--- src/rtl/hdub_core_thru_pkg.sv ---
// Shared types and helpers for the thru-pipe core: level width, per-stage state, defaults.
package hdub_core_thru_pkg;

    localparam int DEF_WIDTH = 8;
    localparam int DEF_DEPTH = 2;

    // Beats held range over 0..2*depth; a zero-depth pipe still exposes a 1-bit level.
    function automatic int lvl_w(input int depth);
        return (depth < 1) ? 1 : $clog2(2 * depth + 1);
    endfunction

    typedef struct packed {
        logic main_valid;
        logic skid_valid;
    } stage_state_t;

endpackage

--- src/rtl/hdub_core_thru_stage.sv ---
// One elastic stage: main register feeding downstream plus a skid register that
// absorbs the beat in flight when downstream stalls, so up_ready is purely registered.
module hdub_core_thru_stage
    import hdub_core_thru_pkg::*;
#(
    parameter int WIDTH = DEF_WIDTH
) (
    input  logic             clk,
    input  logic             rst,
    input  logic             up_valid,
    output logic             up_ready,
    input  logic [WIDTH-1:0] up_data,
    output logic             down_valid,
    input  logic             down_ready,
    output logic [WIDTH-1:0] down_data
);

    stage_state_t     st_reg, st_next;
    logic [WIDTH-1:0] main_reg, main_next;
    logic [WIDTH-1:0] skid_reg, skid_next;
    logic             up_hs, down_hs;

    assign up_ready   = !st_reg.skid_valid;
    assign down_valid = st_reg.main_valid;
    assign down_data  = main_reg;

    always_comb begin
        st_next   = st_reg;
        main_next = main_reg;
        skid_next = skid_reg;
        up_hs     = up_valid && !st_reg.skid_valid;
        down_hs   = st_reg.main_valid && down_ready;
        if (down_hs) begin
            // Skid has priority so order is preserved; up_hs is impossible while skid is full.
            if (st_reg.skid_valid) begin
                main_next          = skid_reg;
                st_next.skid_valid = 1'b0;
            end else if (up_hs) begin
                main_next = up_data;
            end else begin
                st_next.main_valid = 1'b0;
            end
        end else if (up_hs) begin
            if (!st_reg.main_valid) begin
                main_next          = up_data;
                st_next.main_valid = 1'b1;
            end else begin
                skid_next          = up_data;
                st_next.skid_valid = 1'b1;
            end
        end
    end

    always_ff @(posedge clk or posedge rst) begin
        if (rst) begin
            st_reg   <= '0;
            main_reg <= '0;
            skid_reg <= '0;
        end else begin
            st_reg   <= st_next;
            main_reg <= main_next;
            skid_reg <= skid_next;
        end
    end

endmodule

--- src/rtl/hdub_core_thru_pipe.sv ---
// WIDTH-bit valid/ready pipe of DEPTH skid stages (DEPTH=0 is a plain wire).
// Optional transfer counter enabled by defining HDUB_THRU_PIPE_COUNT_EN.
module hdub_core_thru_pipe
    import hdub_core_thru_pkg::*;
#(
    parameter int WIDTH   = DEF_WIDTH,
    parameter int DEPTH   = DEF_DEPTH,
    parameter int COUNT_W = 16
) (
    input  logic                      clk,
    input  logic                      rst,
    input  logic                      in_valid,
    output logic                      in_ready,
    input  logic [WIDTH-1:0]          in_data,
    output logic                      out_valid,
    input  logic                      out_ready,
    output logic [WIDTH-1:0]          out_data,
    output logic [lvl_w(DEPTH)-1:0]   level
`ifdef HDUB_THRU_PIPE_COUNT_EN
    ,
    output logic [COUNT_W-1:0]        xfer_count
`endif
);

    localparam int LW = lvl_w(DEPTH);

    logic out_hs;
    assign out_hs = out_valid && out_ready;

    generate
        if (DEPTH == 0) begin : g_wire
            assign out_valid = in_valid;
            assign in_ready  = out_ready && !rst;
            assign out_data  = in_data;
            assign level     = '0;
        end else begin : g_pipe
            logic [DEPTH:0]   vld;
            logic [DEPTH:0]   rdy;
            logic [WIDTH-1:0] dat [DEPTH+1];
            logic [LW-1:0]    level_reg;
            logic             in_hs;

            assign vld[0]     = in_valid;
            assign dat[0]     = in_data;
            assign rdy[DEPTH] = out_ready;
            assign out_valid  = vld[DEPTH];
            assign out_data   = dat[DEPTH];
            // Stages come out of reset ready; hold the producer off until reset is released.
            assign in_ready   = rdy[0] && !rst;
            assign in_hs      = in_valid && in_ready;
            assign level      = level_reg;

            for (genvar gi = 0; gi < DEPTH; gi++) begin : g_stage
                hdub_core_thru_stage #(
                    .WIDTH(WIDTH)
                ) u_stage (
                    .clk       (clk),
                    .rst       (rst),
                    .up_valid  (vld[gi]),
                    .up_ready  (rdy[gi]),
                    .up_data   (dat[gi]),
                    .down_valid(vld[gi+1]),
                    .down_ready(rdy[gi+1]),
                    .down_data (dat[gi+1])
                );
            end

            always_ff @(posedge clk or posedge rst) begin
                if (rst) begin
                    level_reg <= '0;
                end else if (in_hs && !out_hs) begin
                    level_reg <= level_reg + 1'b1;
                end else if (!in_hs && out_hs) begin
                    level_reg <= level_reg - 1'b1;
                end
            end
        end
    endgenerate

`ifdef HDUB_THRU_PIPE_COUNT_EN
    logic [COUNT_W-1:0] xfer_count_reg;

    always_ff @(posedge clk or posedge rst) begin
        if (rst) begin
            xfer_count_reg <= '0;
        end else if (out_hs) begin
            xfer_count_reg <= xfer_count_reg + 1'b1;
        end
    end

    assign xfer_count = xfer_count_reg;
`endif

endmodule
--- config.mk ---
export PLATFORM = sky130hd
export DESIGN_NAME = hdub_core_thru_pipe
export DESIGN_NICKNAME = d
export VERILOG_FILES = /design/src/rtl/hdub_core_thru_pkg.sv /design/src/rtl/hdub_core_thru_stage.sv /design/src/rtl/hdub_core_thru_pipe.sv
export SDC_FILE = /design/constraint.sdc
export NUM_CORES = 1
export LEC_CHECK = 0
export ABC_AREA = 1
export CAP_MARGIN = 5
export CORE_ASPECT_RATIO = 1.2
export CORE_UTILIZATION = 46
export CTS_CLUSTER_DIAMETER = 40
export DETAILED_ROUTE_END_ITERATION = 10
export PLACE_DENSITY = 0.74
export SETUP_SLACK_MARGIN = 0.15
export SLEW_MARGIN = 15
export SYNTH_ARGS = -nofsm -noshare
export SYNTH_HDL_FRONTEND = slang
export SYNTH_HIERARCHICAL = 1
export SYNTH_SLANG_ARGS = --single-unit
--- constraint.sdc ---
create_clock -name clk -period 2.7 [get_ports clk]
set_input_delay 0.54 -clock clk [delete_from_list [all_inputs] [get_ports clk]]
set_output_delay 0.54 -clock clk [all_outputs]
set_load 0.02 [all_outputs]
==> summary.md <==
| Metric | Value |
|---|---|
| Comb pwr share | `around 44%` |
| CTS resizes | `0` |
| Rows | `25` |
| Vias in the first global route | `around 1.5k` |
| DP HPWL | `around 2.4 mm` |
| Diodes inserted | `0` |
| WHS | `~480 ps` |
| Total Wirelength | `between 3 and 4 mm` |
| Setup violators final | `0` |
| Clk_lat worst skew | `between 200 and 300 ps` |
| IO buf count | `24` |
| Post-Syn Area per Cell | `roughly 7.9 µm²` |
| RSZ-0062 raised after global routing | `false` |
| CP required | `between 2000 and 2500 ps` |
| Die Wd | `slightly above 60 µm` |
| Pin count of the biggest net entering global routing | `19` |
| Post-synthesis register bit count | `39` |
| GP Congestion | `about 0.76` |
| Rel. slew slack | `a little over half` |
| Max-cap viol count | `0` |
| Layout cells sized above 1 | `12.68%` |
| Setup ws final | `around 430 ps` |
| P_int | `roughly 1.7 mW` |
| Leak | `around 1.3 nW` |
| Mapped Area | `around 2000 µm²` |
| Total CTS buffers | `5` |
| Syn nets | `270` |
| Starting Density | `between 40% and 50%` |
| Top routing layer used | `met4` |
| TritonCTS clock tree | `done` |
| Maximum VDD drop | `523.3 µV` |
| Yosys warns | `6` |
| Clock share of power | `between 10% and 20%` |
| Actual slew at the worst max-slew pin | `roughly 690 ps` |
| Post-CTS Setup Repair Bufs | `0` |
| Fin Setup TNS | `0 ps` |
| Final Critical Period | `~2300 ps` |
| Fin. max-slew vios | `0` |
| Die area | `4621 µm²` |
| DR iter-0 viols | `50` |
| Reg clk slew, reported paths | `approximately 70 ps` |
| Total GRT Usage | `between 10% and 20%` |
| Clock Skews | `6.136 ps` |
| Drt via density | `about 4.5` |
| Core footprint | `a little over 4000 µm²` |
| Outcome | `finished, final reports clean` |
| Hold_buf cts | `0` |
| Root Buffer | `clkbuf_8` |
| Sequential fraction of the synthesis area | `48.75%` |
| Dpl cell area | `~2300 µm²` |
| Height of the die | `~74 µm` |
| DRT Pass-1 Iters | `4` |
| Peak Freq | `440.8 MHz` |
| P_sw | `1.143 mW` |
| Final Util | `about three fifths` |
| Overall Power | `2.882 mW` |
| Count of cell types in the netlist | `20` |
| Sequential power share | `between 30% and 40%` |
| Final Instance Area | `between 2000 and 2500 µm²` |
| Antenna violations before repair | `0` |
| H-tree Lvls | `2` |
| Filler cell count in the final layout | `around 380` |
| DRC Markers | `0` |
| Remaining Overflow, GRT | `0` |
| Power per cell area | `~1200 nW/µm²` |
| Antenna viol nets, final | `0` |
| Crit-path max FO | `4` |
| Tcrit/Tclk final | `roughly 84%` |
| Met2 routed WL | `about 1.6 mm` |
| Global-route wire length before repair | `approximately 6.1 mm` |
| Dpl ws | `352.0 ps` |
| CP endpoint kind | `output port` |
| Area growth, synth to finish | `20.87%` |
| Dpl cells | `between 300 and 400` |
| Net count, final | `299` |
| Final Hold Viols | `0` |
| Crit Path Category | `input port to output port` |
| Met1 wire length | `approximately 1.5 mm` |
| CTS sink cnt | `39` |
| Avg WL per Cell | `a little under 10 µm` |
| # IOs | `25` |
| Vias | `1,529` |
| Fin cells | `about 340` |
| Worst Hold Class | `flip-flop to flip-flop` |
| Clock Path Buffers | `2` |
| Worst endpoint data arrival time | `between 1500 and 2000 ps` |
| Sw Share | `between 30% and 40%` |
| Routed wl met3 | `124 µm` |
| Syn Inst Count | `~250` |
| Startpoint class of the critical path | `input port` |
[routing by layer]
| layer | vias to the layer above | global-route usage (%) |
|---|---|---|
| met4 | 0 | 10.34 |
| met1 | 665 | 20.26 |
| met2 | 33 | 29.67 |
| li1 | 824 | - |
| met5 | - | 0 |
| met3 | 7 | 4.601 |
[power by group through the flow]
stage	Sequential, mW	Clock, mW	Combinational [mW]
after floorplan	1.12	0	0.865
after global placement	1.04	0	1.25
after detailed placement	1.05	0	1.28
after CTS	1.04	0.585	1.29
after global routing	1.08	0.598	1.48
final	1.04	0.565	1.27
[synth_stat cells]
library cell	count	area, µm²
nand2_2	1	6.260
nand4_1	1	6.260
nand2_1	95	356.6
fa_1	1	20.02
a21oi_1	2	10.01
clkinv_2	2	10.01
xnor2_1	1	8.760
ha_1	3	37.54
inv_1	52	195.2
nor2_1	5	18.77
nor2_2	4	25.02
o21ai_2	16	140.1
inv_2	2	7.510
nand3_1	17	85.08
and3_1	1	6.260
nand3_2	4	40.04
dfrtp_1	39	975.9
nor3_1	2	10.01
o21ai_0	4	20.02
buf_6	2	22.52
[cell type report]
type	count	area [µm²]	area share [%]
Clock buffer	6	72.57	2.999
Timing Repair Buffer	24	240.2	9.928
Multi-Input combinational cell	157	790.8	32.68
Inverter	56	212.7	8.790
Sequential cell	39	975.9	40.33
Tap cell	54	67.56	2.792
Clock inverter	2	60.06	2.482
[logic make-up (layout without fill, tap and decap cells)]
family | Yosys count | in the layout | synth area share, %
buf+inv | 58 | 88 | 11.75
flops | 39 | 39 | 48.75
simple gates | 130 | 130 | 27.69
fa+ha+maj | 4 | 4 | 2.875
compound gates | 22 | 22 | 8.500
xor+xnor | 1 | 1 | 0.4376
[critical path, stage by stage]
cell and delay [ps]:
clkdlybuf4s50_1 460, nor2_1 120, clkdlybuf4s50_1 610
[placed cells by master, fill, tap and decap left out]
| cell type | count |
|---|---|
| nand2_1 | 95 |
| inv_1 | 52 |
| dfrtp_1 | 39 |
| clkdlybuf4s50_1 | 24 |
| nand3_1 | 17 |
| o21ai_2 | 16 |
| nor2_1 | 5 |
| clkbuf_8 | 5 |
| nor2_2 | 4 |
| nand3_2 | 4 |
| o21ai_0 | 4 |
| ha_1 | 3 |
| inv_2 | 2 |
| bufinv_16 | 2 |
| clkinv_2 | 2 |
| nor3_1 | 2 |
| a21oi_1 | 2 |
| xnor2_1 | 1 |
| and3_1 | 1 |
| nand2_2 | 1 |
| nand4_1 | 1 |
| fa_1 | 1 |
| clkbuf_1 | 1 |
[path summary, 6_finish.rpt]
| check | from | to | slack, ps | cells past startpoint |
|---|---|---|---|---|
| setup / recovery | rst | in_ready | 430 | 3 |
| hold / removal | g_pipe.g_stage[0].u_stage/down_data[3] | g_pipe.g_stage[0].u_stage/down_data[3] | 480 | 2 |
| setup reg to reg | g_pipe.g_stage[0].u_stage/st_reg[0] | level[2] | 990 | 9 |
| hold reg to reg | g_pipe.g_stage[0].u_stage/down_data[3] | g_pipe.g_stage[0].u_stage/down_data[3] | 480 | 2 |
| max in group asynchronous | rst | g_pipe.g_stage[1].u_stage/down_data[2] | 1520 | 2 |
| min in group asynchronous | rst | level[0] | 500 | 2 |
Power figures use the tool's default switching activity.
